[src/rtl/ltpi_pkg.sv]
// Shared LTPI data-channel types: payload layout, command codes, link states
// and the controller-side Avalon-MM FSM encoding.
package ltpi_pkg;

   localparam int TIMER_1MS_60MHZ          = 60000;
   localparam int DATA_CHNL_TIMEOUT_CYCLES = 10 * TIMER_1MS_60MHZ;
   localparam int TAG_W                    = 4;

   localparam logic [7:0] READ_REQ   = 8'h00;
   localparam logic [7:0] WRITE_REQ  = 8'h01;
   localparam logic [7:0] READ_COMP  = 8'h02;
   localparam logic [7:0] WRITE_COMP = 8'h03;
   localparam logic [7:0] CRC_ERROR  = 8'h04;

   localparam logic [1:0] AVMM_RESP_OKAY   = 2'b00;
   localparam logic [1:0] AVMM_RESP_SLVERR = 2'b10;

   typedef enum logic [3:0] {
      link_detect_st,
      link_speed_st,
      link_cfg_st,
      operational_st,
      link_lost_st
   } link_state_t;

   typedef struct packed {
      logic [TAG_W-1:0] tag;
      logic [7:0]       command;
      logic [31:0]      address;
      logic [3:0]       operation_status;
      logic [3:0]       byte_en;
      logic [3:0][7:0]  data;
   } Data_channel_payload_t;

   typedef enum logic [1:0] {IDLE, SEND, WAIT, DONE} ctrl_avmm_fsm_t;

   // Expands a 4-bit byte enable into a 32-bit lane mask.
   function automatic logic [31:0] be_mask(input logic [3:0] be);
      logic [31:0] m;
      m = '0;
      for (int b = 0; b < 4; b++) begin
         if (be[b]) m[8*b +: 8] = 8'hFF;
      end
      return m;
   endfunction

endpackage

[src/rtl/logic_avalon_mm_if.sv]
// Avalon-MM bus bundle with host (master) and endpoint (slave) views.
interface logic_avalon_mm_if;
   logic            chipselect;
   logic            read;
   logic            write;
   logic [31:0]     address;
   logic [3:0][7:0] writedata;
   logic [3:0]      byteenable;
   logic [3:0][7:0] readdata;
   logic            readdatavalid;
   logic            waitrequest;
   logic [1:0]      response;

   modport slave (
      input  chipselect, read, write, address, writedata, byteenable,
      output readdata, readdatavalid, waitrequest, response
   );

   modport master (
      output chipselect, read, write, address, writedata, byteenable,
      input  readdata, readdatavalid, waitrequest, response
   );
endinterface

[src/rtl/ltpi_timeout_timer.sv]
// Response timeout counter: cleared by i_clear, counts while i_start is high
// and flags o_done once CYCLES-1 is reached (then holds there).
module ltpi_timeout_timer #(
   parameter int CYCLES = 100
) (
   input  logic clk,
   input  logic i_clear,
   input  logic i_start,
   output logic o_done
);
   localparam int CNT_W = $clog2(CYCLES + 1);

   logic [CNT_W-1:0] r_count;

   always_ff @(posedge clk) begin
      if (i_clear) begin
         r_count <= '0;
      end else if (i_start && !o_done) begin
         r_count <= r_count + 1'b1;
      end
   end

   assign o_done = (r_count == CNT_W'(CYCLES - 1));

endmodule

[src/rtl/ltpi_data_channel_controller_mm.sv]
// LTPI data-channel controller endpoint: turns one Avalon-MM access at a time
// into a READ_REQ/WRITE_REQ payload and completes it from the returned payload.
module ltpi_data_channel_controller_mm
   import ltpi_pkg::*;
#(
   parameter int TIMEOUT_CYCLES = DATA_CHNL_TIMEOUT_CYCLES,
   parameter int MAX_RETRIES    = 1
) (
   input  logic                  clk,
   input  logic                  reset,
   input  logic                  data_channel_rst,
   logic_avalon_mm_if.slave      avalon_mm_s,
   output Data_channel_payload_t req,
   output logic                  req_valid,
   input  logic                  req_ack,
   input  Data_channel_payload_t resp,
   input  logic                  resp_valid,
   input  logic                  frm_crc_error,
   input  link_state_t           local_link_state
);
   localparam int RETRY_W = $clog2(MAX_RETRIES + 2);

   ctrl_avmm_fsm_t        r_state;
   Data_channel_payload_t r_req;
   logic                  r_req_valid;
   logic [TAG_W-1:0]      r_tag;
   logic [RETRY_W-1:0]    r_retry;
   logic                  r_waitreq;
   logic                  r_rdv;
   logic [31:0]           r_rdata;
   logic [1:0]            r_resp;

   logic       w_rst;
   logic       w_access;
   logic       w_link_up;
   logic       w_is_write;
   logic [7:0] w_exp_cmd;
   logic       w_match;
   logic       w_crc;
   logic       w_retry_ok;
   logic       w_timeout;
   logic       w_tmr_clear;
   logic       w_tmr_run;

   assign w_rst      = reset | data_channel_rst;
   assign w_access   = avalon_mm_s.chipselect & (avalon_mm_s.read | avalon_mm_s.write);
   assign w_link_up  = (local_link_state == operational_st);
   assign w_is_write = (r_req.command == WRITE_REQ);
   assign w_exp_cmd  = w_is_write ? WRITE_COMP : READ_COMP;
   assign w_match    = resp_valid && !frm_crc_error && (resp.tag == r_req.tag)
                       && (resp.command == w_exp_cmd);
   // A corrupted frame cannot be trusted for its tag, so it counts as ours.
   assign w_crc      = resp_valid && ((resp.command == CRC_ERROR) || frm_crc_error)
                       && ((resp.tag == r_req.tag) || frm_crc_error);
   assign w_retry_ok = (int'(r_retry) < MAX_RETRIES);

   assign w_tmr_clear = w_rst || (r_state != WAIT);
   assign w_tmr_run   = (r_state == WAIT);

   ltpi_timeout_timer #(
      .CYCLES (TIMEOUT_CYCLES)
   ) u_timer (
      .clk     (clk),
      .i_clear (w_tmr_clear),
      .i_start (w_tmr_run),
      .o_done  (w_timeout)
   );

   always_ff @(posedge clk) begin
      if (w_rst) begin
         r_state     <= IDLE;
         r_req       <= '0;
         r_req_valid <= 1'b0;
         r_tag       <= '0;
         r_retry     <= '0;
         r_waitreq   <= 1'b1;
         r_rdv       <= 1'b0;
         r_rdata     <= '0;
         r_resp      <= AVMM_RESP_OKAY;
      end else begin
         case (r_state)
            IDLE: begin
               if (w_access) begin
                  if (!w_link_up) begin
                     r_resp    <= AVMM_RESP_SLVERR;
                     r_rdata   <= '0;
                     r_waitreq <= 1'b0;
                     r_rdv     <= !avalon_mm_s.write;
                     r_state   <= DONE;
                  end else begin
                     r_req.tag              <= r_tag;
                     r_req.command          <= avalon_mm_s.write ? WRITE_REQ : READ_REQ;
                     r_req.address          <= avalon_mm_s.address;
                     r_req.operation_status <= '0;
                     r_req.byte_en          <= avalon_mm_s.byteenable;
                     r_req.data             <= avalon_mm_s.writedata
                                               & be_mask(avalon_mm_s.byteenable);
                     r_req_valid            <= 1'b1;
                     r_state                <= SEND;
                  end
               end
            end
            SEND: begin
               if (req_ack) begin
                  r_req_valid <= 1'b0;
                  r_state     <= WAIT;
               end
            end
            WAIT: begin
               // Timeout and link loss take priority over any response this cycle.
               if (w_timeout || !w_link_up || (w_crc && !w_retry_ok)) begin
                  r_resp    <= AVMM_RESP_SLVERR;
                  r_rdata   <= '0;
                  r_waitreq <= 1'b0;
                  r_rdv     <= !w_is_write;
                  r_state   <= DONE;
               end else if (w_match) begin
                  r_resp    <= (resp.operation_status == '0) ? AVMM_RESP_OKAY
                                                             : AVMM_RESP_SLVERR;
                  r_rdata   <= resp.data & be_mask(r_req.byte_en);
                  r_waitreq <= 1'b0;
                  r_rdv     <= !w_is_write;
                  r_state   <= DONE;
               end else if (w_crc) begin
                  r_retry     <= r_retry + 1'b1;
                  r_req_valid <= 1'b1;
                  r_state     <= SEND;
               end
            end
            DONE: begin
               r_waitreq <= 1'b1;
               r_rdv     <= 1'b0;
               r_tag     <= r_tag + 1'b1;
               r_retry   <= '0;
               r_state   <= IDLE;
            end
            default: r_state <= IDLE;
         endcase
      end
   end

   assign req                       = r_req;
   assign req_valid                 = r_req_valid;
   assign avalon_mm_s.waitrequest   = r_waitreq;
   assign avalon_mm_s.readdatavalid = r_rdv;
   assign avalon_mm_s.readdata      = r_rdata;
   assign avalon_mm_s.response      = r_resp;

endmodule
[src/flat_wrapper.sv]
// flat-port wrapper written by rule: the top's interface ports become plain ports
module ltpi_data_channel_controller_mm_flat import ltpi_pkg::*;
#(
   parameter int TIMEOUT_CYCLES = DATA_CHNL_TIMEOUT_CYCLES,
   parameter int MAX_RETRIES    = 1
)
  (clk, reset, data_channel_rst, req, req_valid, req_ack, resp, resp_valid, frm_crc_error, local_link_state, avalon_mm_s_chipselect, avalon_mm_s_read, avalon_mm_s_write, avalon_mm_s_address, avalon_mm_s_writedata, avalon_mm_s_byteenable, avalon_mm_s_readdata, avalon_mm_s_readdatavalid, avalon_mm_s_waitrequest, avalon_mm_s_response);
  logic_avalon_mm_if avalon_mm_s_i ();
  input  logic clk;
  input  logic reset;
  input  logic data_channel_rst;
  output Data_channel_payload_t req;
  output logic req_valid;
  input  logic req_ack;
  input  Data_channel_payload_t resp;
  input  logic resp_valid;
  input  logic frm_crc_error;
  input  link_state_t local_link_state;
  input wire logic [$bits(avalon_mm_s_i.chipselect)-1:0] avalon_mm_s_chipselect;
  input wire logic [$bits(avalon_mm_s_i.read)-1:0] avalon_mm_s_read;
  input wire logic [$bits(avalon_mm_s_i.write)-1:0] avalon_mm_s_write;
  input wire logic [$bits(avalon_mm_s_i.address)-1:0] avalon_mm_s_address;
  input wire logic [$bits(avalon_mm_s_i.writedata)-1:0] avalon_mm_s_writedata;
  input wire logic [$bits(avalon_mm_s_i.byteenable)-1:0] avalon_mm_s_byteenable;
  output wire logic [$bits(avalon_mm_s_i.readdata)-1:0] avalon_mm_s_readdata;
  output wire logic [$bits(avalon_mm_s_i.readdatavalid)-1:0] avalon_mm_s_readdatavalid;
  output wire logic [$bits(avalon_mm_s_i.waitrequest)-1:0] avalon_mm_s_waitrequest;
  output wire logic [$bits(avalon_mm_s_i.response)-1:0] avalon_mm_s_response;
  assign avalon_mm_s_i.chipselect = avalon_mm_s_chipselect;
  assign avalon_mm_s_i.read = avalon_mm_s_read;
  assign avalon_mm_s_i.write = avalon_mm_s_write;
  assign avalon_mm_s_i.address = avalon_mm_s_address;
  assign avalon_mm_s_i.writedata = avalon_mm_s_writedata;
  assign avalon_mm_s_i.byteenable = avalon_mm_s_byteenable;
  assign avalon_mm_s_readdata = avalon_mm_s_i.readdata;
  assign avalon_mm_s_readdatavalid = avalon_mm_s_i.readdatavalid;
  assign avalon_mm_s_waitrequest = avalon_mm_s_i.waitrequest;
  assign avalon_mm_s_response = avalon_mm_s_i.response;
  ltpi_data_channel_controller_mm #(.TIMEOUT_CYCLES(TIMEOUT_CYCLES), .MAX_RETRIES(MAX_RETRIES)) u_core (.clk(clk), .reset(reset), .data_channel_rst(data_channel_rst), .avalon_mm_s(avalon_mm_s_i), .req(req), .req_valid(req_valid), .req_ack(req_ack), .resp(resp), .resp_valid(resp_valid), .frm_crc_error(frm_crc_error), .local_link_state(local_link_state));
endmodule
[config.mk]
export PLATFORM = sky130hd
export DESIGN_NAME = ltpi_data_channel_controller_mm_flat
export DESIGN_NICKNAME = d
export VERILOG_FILES = /design/src/rtl/ltpi_pkg.sv /design/src/rtl/logic_avalon_mm_if.sv /design/src/rtl/ltpi_timeout_timer.sv /design/src/rtl/ltpi_data_channel_controller_mm.sv /design/src/flat_wrapper.sv
export SDC_FILE = /design/constraint.sdc
export NUM_CORES = 1
export LEC_CHECK = 0
export ABC_AREA = 1
export CORE_ASPECT_RATIO = 2
export CORE_MARGIN = 10
export CORE_UTILIZATION = 46
export DETAILED_ROUTE_END_ITERATION = 10
export PLACE_DENSITY_LB_ADDON = 0.25
export SYNTH_ARGS = -nofsm -noshare
export SYNTH_HDL_FRONTEND = slang
export SYNTH_SLANG_ARGS = --single-unit
[constraint.sdc]
create_clock -name clk -period 5.1 [get_ports clk]
set_clock_uncertainty 0.15 [all_clocks]
set_input_delay 1.02 -clock clk [delete_from_list [all_inputs] [get_ports clk]]
set_output_delay 1.02 -clock clk [all_outputs]
set_load 0.05 [all_outputs]
After elaboration in Yosys (flattened, before gate mapping)
Index checks and enable logic that the tools add are counted.
{"block": "word_totals", "in_bits": 165, "reg_bits": 145}
{"block": "classes", "n_addsub": 3, "n_lt_le_gt_ge": 1, "n_reduce_logical": 30, "n_mux": 81, "bitwise": 5, "eq_ne": 19}
{"op": "$mux 8", "count": 40}
{"op": "$mux 32", "count": 4}
{"op": "$and 32x32->32", "count": 2}
{"op": "$pmux 32 s2", "count": 1}
{"op": "$mux 2", "count": 14}
{"op": "$add 20x1->20 const B", "count": 1}
{"op": "$eq 20x20->1 const B", "count": 1}
{"op": "$mux 1", "count": 16}
{"op": "$reduce_and 4->1", "count": 3}
{"op": "$ne 2x2->1 const B", "count": 5}
{"op": "$pmux 1 s3", "count": 3}
{"op": "$eq 8x1->1 const B", "count": 1}
{"op": "$eq 8x3->1 const B", "count": 1}
{"op": "$eq 8x8->1", "count": 1}
{"op": "$pmux 2 s2", "count": 2}
{"op": "$pmux 2 s4", "count": 1}
{"op": "$logic_and 1x1->1", "count": 7}
{"op": "$reduce_and 7->1", "count": 1}
{"op": "$logic_not 1->1", "count": 6}
{"op": "$ne 2x1->1 const B", "count": 3}
{"op": "$reduce_and 3->1", "count": 2}
{"op": "$reduce_bool 3->1", "count": 2}
{"op": "$logic_or 1x1->1", "count": 5}
{"op": "$add 4x1->4 const B", "count": 1}
{"op": "other kinds (13)", "count": 16}

Longest topological paths before layout
{"block": "depth", "depth_word": 13, "mapped_depth": 14, "mapped_depth_nobuf": 13}

Modules after synthesis
A second synthesis with hierarchy kept.
{"block": "hier_totals", "cells_unflattened": 957, "area_unflattened_um2": 6377.4}
{"module": "ltpi_data_channel_controller_mm", "n_inst": 1, "cells_per_inst": 770, "area_per_inst_um2": 5186.2, "seq_area_each_um2": 2342.2}
{"module": "ltpi_timeout_timer", "n_inst": 1, "cells_per_inst": 187, "area_per_inst_um2": 1191.1, "seq_area_each_um2": 400.4}

Least setup slack after synthesis
Ideal clock, no wire load.
{"block": "synth_timing", "kind": "input -> register", "start": "input port resp[76] (netlist name)", "end": "register u_core.r_state[0]", "setup_slack_ps": 2595, "setup_time_ps": 113, "arrival_ps": 2242, "cell_stages": 13, "required_time_ps": 4837, "cell_sequence": "inv_1 nand2_1 nor2_1 nand2_1 a21oi_1 nand3_1 clkbuf_1 nand3_1 nor2_1 nor2_1 nand2_1 nand2_1 nor2_1"}
{"block": "synth_between", "elab_chain_cells": 8, "elab_cells_between_ends": 13, "cone_classes": "eq/ne: 3; mux: 3; reduce/logical: 7"}
{"item": "from (decl)", "line_no": "flat_wrapper.sv:15", "text": "input Data_channel_payload_t resp;"}
{"item": "$eq 8x3->1", "line_no": "ltpi_data_channel_controller_mm.sv:53", "text": "assign w_crc = resp_valid && ((resp.command == CRC_ERROR) || frm_crc_error)"}
{"item": "$logic_or 1x1->1", "line_no": "ltpi_data_channel_controller_mm.sv:53"}
{"item": "$logic_and 1x1->1", "line_no": "ltpi_data_channel_controller_mm.sv:53"}
{"item": "$logic_and 1x1->1", "line_no": "ltpi_data_channel_controller_mm.sv:54", "text": "&& ((resp.tag == r_req.tag) || frm_crc_error);"}
{"item": "$logic_and 1x1->1", "line_no": "ltpi_data_channel_controller_mm.sv:111", "text": "if (w_timeout || !w_link_up || (w_crc && !w_retry_ok)) begin"}
{"item": "$logic_or 1x1->1", "line_no": "ltpi_data_channel_controller_mm.sv:111"}
{"item": "$ne 4x1->1 (no line) / $mux 2 (equally long branches)"}
{"item": "$reduce_and 3->1 (no line) / $pmux 2 s4 (equally long branches)"}
{"item": "to (signal assigned)", "line_no": "ltpi_data_channel_controller_mm.sv:106", "text": "r_state <= WAIT;"}
{"item": "to (signal assigned)", "line_no": "ltpi_data_channel_controller_mm.sv:116", "text": "r_state <= DONE;"}
{"item": "to (signal assigned)", "line_no": "ltpi_data_channel_controller_mm.sv:123", "text": "r_state <= DONE;"}
{"item": "to (decl)", "line_no": "ltpi_data_channel_controller_mm.sv:23", "text": "ctrl_avmm_fsm_t r_state;"}
Several ways; a longest one is shown, not always the timed one.
A chain may end at the register's enable or synchronous reset.

Final worst setup path
{"block": "layout_timing", "start": "input port local_link_state[3]", "end": "register u_core.r_retry[1]"}
{"block": "layout_between", "elab_chain_cells": 6}
{"item": "from (decl)", "line_no": "flat_wrapper.sv:18", "text": "input link_state_t local_link_state;"}
{"item": "$eq 4x2->1", "line_no": "ltpi_data_channel_controller_mm.sv:47", "text": "assign w_link_up = (local_link_state == operational_st);"}
{"item": "$logic_not 1->1"}
{"item": "$logic_or 1x1->1 (2 in series)", "line_no": "ltpi_data_channel_controller_mm.sv:111"}
{"item": "$ne 2x2->1 (no line)"}
{"item": "$reduce_and 4->1 (no line)"}
{"item": "to (signal assigned)", "line_no": "ltpi_data_channel_controller_mm.sv:125", "text": "r_retry <= r_retry + 1'b1;"}
{"item": "to (decl)", "line_no": "ltpi_data_channel_controller_mm.sv:27", "text": "logic [RETRY_W-1:0] r_retry;"}
Every way passes these cells.

==> flow_summary_export.csv <==
group,metric,value,unit
yosys,yosys-top-cells-area,"dfxtp_1 (41%), nand2_1 (12%), nor2_1 (10%)",
floorplanning,io_pins,286,
yosys,synthCells,1009,
power,power.density,298.3,mW/mm^2
placement,routabilityCongestion,0.9039,
critical_path,critical_path_class,"in -> reg",
layout,fin_nets,1396,
critical_path,critPathCaptureType,"flip-flop",
power,seqPwrFrac,0.384,
layout,area_growth,46.31,%
placement,hpwl,16.30,mm
clock_tree,h-tree-depth,4,
yosys,ys_seq_area_frac,0.4150,
yosys,synth.largest_area_cell,"dfxtp_1",
power,p_total,2.884,mW
clock_tree,clk_pin_slew,0.06,ns
clock_tree,clockRootBuffer,"clkbuf_16",
layout,antenna_cells,0,
power,switchingPower,0.7856,mW
detailed_routing,dr.pass1.iters,6,
detailed_routing,wl_per_cell,15.55,um
clock_tree,cts_resized,0,
clock_tree,cts_tree,"built",
clock_tree,clk_latency,0.42,ns
detailed_routing,drt_iter0_markers,434,
critical_path,worstPathMaxFanout,21,
yosys,syn_area_per_cell,6.550,um^2
yosys,netlist_area,0.006609,mm^2
timing,tns,0,ns
clock_tree,clk_path_buf_depth,2,
floorplanning,core-area,0.01397,mm^2
timing,period_share,0.6344,
detailed_routing,via_per_inst,4.964,
floorplanning,die_area,0.01985,mm^2
clock_tree,hold_buffers,0,
detailed_routing,route.vias.total,7078,
timing,period_needed,3.235,ns
layout,fin_cells,1426,
layout,drive_gt1_frac,0.04850,
clock_tree,cts_buffers,17,
placement,port_buffers,237,
global_route,grt_pass1_wl,35.09,mm
power,p_int,2.099,mW
critical_path,cp-start-kind,"primary input",
timing,finalHoldViolations,0,
yosys,ys_ff_latch,137,
power,power_leakage,3.969,nW
run_status,status,"finished, final reports clean",
global_route,grt_max_degree,59,
power,ir_drop,255.4,uV
timing,setup_viol,0,
power,combPwrFrac,0.162,
global_route,grt_use_total,0.2164,
timing,finalMaxSlewViolations,0,
clock_tree,cts_setup_buffers,0,
timing,max_freq,309.1,MHz
critical_path,required,5.26,ns
critical_path,arrival,3.40,ns
timing,tightest_slew,0.8294,ns
placement,dp_cells,1394,
floorplanning,num_rows,61,
yosys,yosysUniqueCellTypes,30,
global_route,grt-ovfl-total,0,
power,p_sw_frac,0.2724,
yosys,synth_top_area_frac,0.4150,
detailed_routing,totalWireLength,22.18,mm
yosys,ys_warn_count,0,
power,clockPowerShare,0.454,
worst_hold_path,hold_path.class,"reg -> reg",
detailed_routing,antenna_left,0,
global_route,antenna_found_initial,0,
detailed_routing,drc,0,
timing,rsz0062_at_grt,"no",
timing,max_slew_margin,0.4464,
floorplanning,dieWidth,104.8,um
floorplanning,initial_utilization,0.4732,
clock_tree,clock_sinks,137,
global_route,grt_pass1_vias,6969,
floorplanning,die_h,189.5,um
run,maxCapViolations,0,
layout make-up:
cell class | count | area, um^2
Multi-Input combinational cell | 663 | 3017
Sequential cell | 137 | 2743
Clock buffer | 20 | 466.7
Fill cell | 1192 | 4298
Inverter | 158 | 593.1
Tap cell | 189 | 236.5
Clock inverter | 12 | 166.4
Timing Repair Buffer | 247 | 2447
logic make-up after synthesis:
group | count (synthesis) | share of synthesized area
other cells | 1 | 0.0005674
fa+ha+maj | 7 | 0.01325
xor+xnor | 5 | 0.006626
buf+inv | 220 | 0.1371
flops | 137 | 0.4150
compound gates | 122 | 0.09390
simple gates | 517 | 0.3336
per-layer routing:
layer,GRT usage,vias up,part of all wire
li1,-,3547,-
met1,0.2048,3251,0.35
met2,0.3984,232,0.54
met3,0.08571,48,0.079
met4,0.09660,0,0.035
met5,0,-,0
synthesized netlist by cell type:
cell      count
a211oi_1      1
nor2_1      180
nor2_2        2
inv_1       154
or2_2         2
nand3_1      60
o21ai_0      52
nor3b_1       2
nor4_1        1
buf_1         6
clkbuf_1     33
buf_6         3
nand4_1      40
ha_1          7
nor2_4        2
buf_2         7
nand3_2       2
xnor2_1       1
xor2_1        4
conb_1        1
nand4_4       1
o21bai_1      1
dfxtp_1     137
buf_4        13
nand2_2       3
inv_2         4
a21boi_0      2
nor3_1       13
nand2_1     209
a21oi_1      66
critical path: stages:
cell and delay, ns:
clkdlybuf4s50_1 0.39, nor2_1 0.10, nand3_1 0.17, nor2_2 0.61, buf_4 0.38, nand2_1 0.16, a21oi_1 0.36, nand2_1 0.09
nand2_1 0.07, nor2_1 0.04
metrics by stage:
| step | setup slack (ns) | hold slack (ns) | area [um^2] | util |
|---|---|---|---|---|
| after floorplan | 2.595 | 0.2939 | 6650 | - |
| after global placement | 1.525 | 0.2882 | 9036 | 0.6470 |
| after detailed placement | 1.452 | 0.2945 | 9036 | 0.6470 |
| after CTS | 1.881 | 0.3092 | 9669 | 0.6923 |
| after global routing | 1.622 | 0.3317 | 9669 | 0.6923 |
| final | 1.865 | 0.3054 | 9669 | 0.6923 |
placed cells by master, fill, tap and decap left out, types with 3 or more instances in the layout:
cell	count
clkdlybuf4s50_1	237
nand2_1	209
nor2_1	178
inv_1	154
dfxtp_1	137
a21oi_1	66
nand3_1	60
o21ai_0	52
nand4_1	40
clkbuf_16	17
nor3_1	13
conb_1	12
buf_4	10
ha_1	7
clkinv_4	6
nor2_4	4
inv_2	4
xor2_1	4
nand2_2	3
clkbuf_8	3
bufinv_16	3
final timing paths:
| kind | start | endpoint | cells past startpoint | slack [ns] |
|---|---|---|---|---|
| min reg2reg | u_core.avalon_mm_s.waitrequest$_SDFFE_PP1P_ | u_core.avalon_mm_s.waitrequest$_SDFFE_PP1P_ | 2 | 0.31 |
| max | local_link_state[3] | u_core.r_retry[1]$_SDFFE_PP0P_ | 10 | 1.86 |
| min | u_core.avalon_mm_s.waitrequest$_SDFFE_PP1P_ | u_core.avalon_mm_s.waitrequest$_SDFFE_PP1P_ | 2 | 0.31 |
| max reg2reg | u_core.u_timer.r_count[0]$_SDFFE_PP0P_ | u_core.avalon_mm_s.readdata[15]$_SDFFE_PP0P_ | 10 | 2.20 |
registers in the layout, summed over array words and instances, names as in the netlist:
signal / flops
u_core.avalon_mm_s.readdata: 32
u_core.avalon_mm_s.readdatavalid: 1
u_core.avalon_mm_s.response: 1
u_core.avalon_mm_s.waitrequest: 1
u_core.r_retry: 2
u_core.r_state: 2
u_core.r_tag: 4
u_core.req: 73
u_core.req_valid: 1
u_core.u_timer.r_count: 20
power groups by stage:
| stage | combinational [mW] | clock [mW] | sequential [mW] |
|---|---|---|---|
| 6_report | 0.467 | 1.31 | 1.11 |
| 5_1_grt | 0.512 | 1.37 | 1.11 |
| 3_3_place_gp | 0.463 | 0 | 1.13 |
| 3_5_place_dp | 0.468 | 0 | 1.13 |
| 4_1_cts | 0.470 | 1.32 | 1.11 |
| 2_1_floorplan | 0.216 | 0 | 1.20 |
Power figures use the tool's default switching activity.
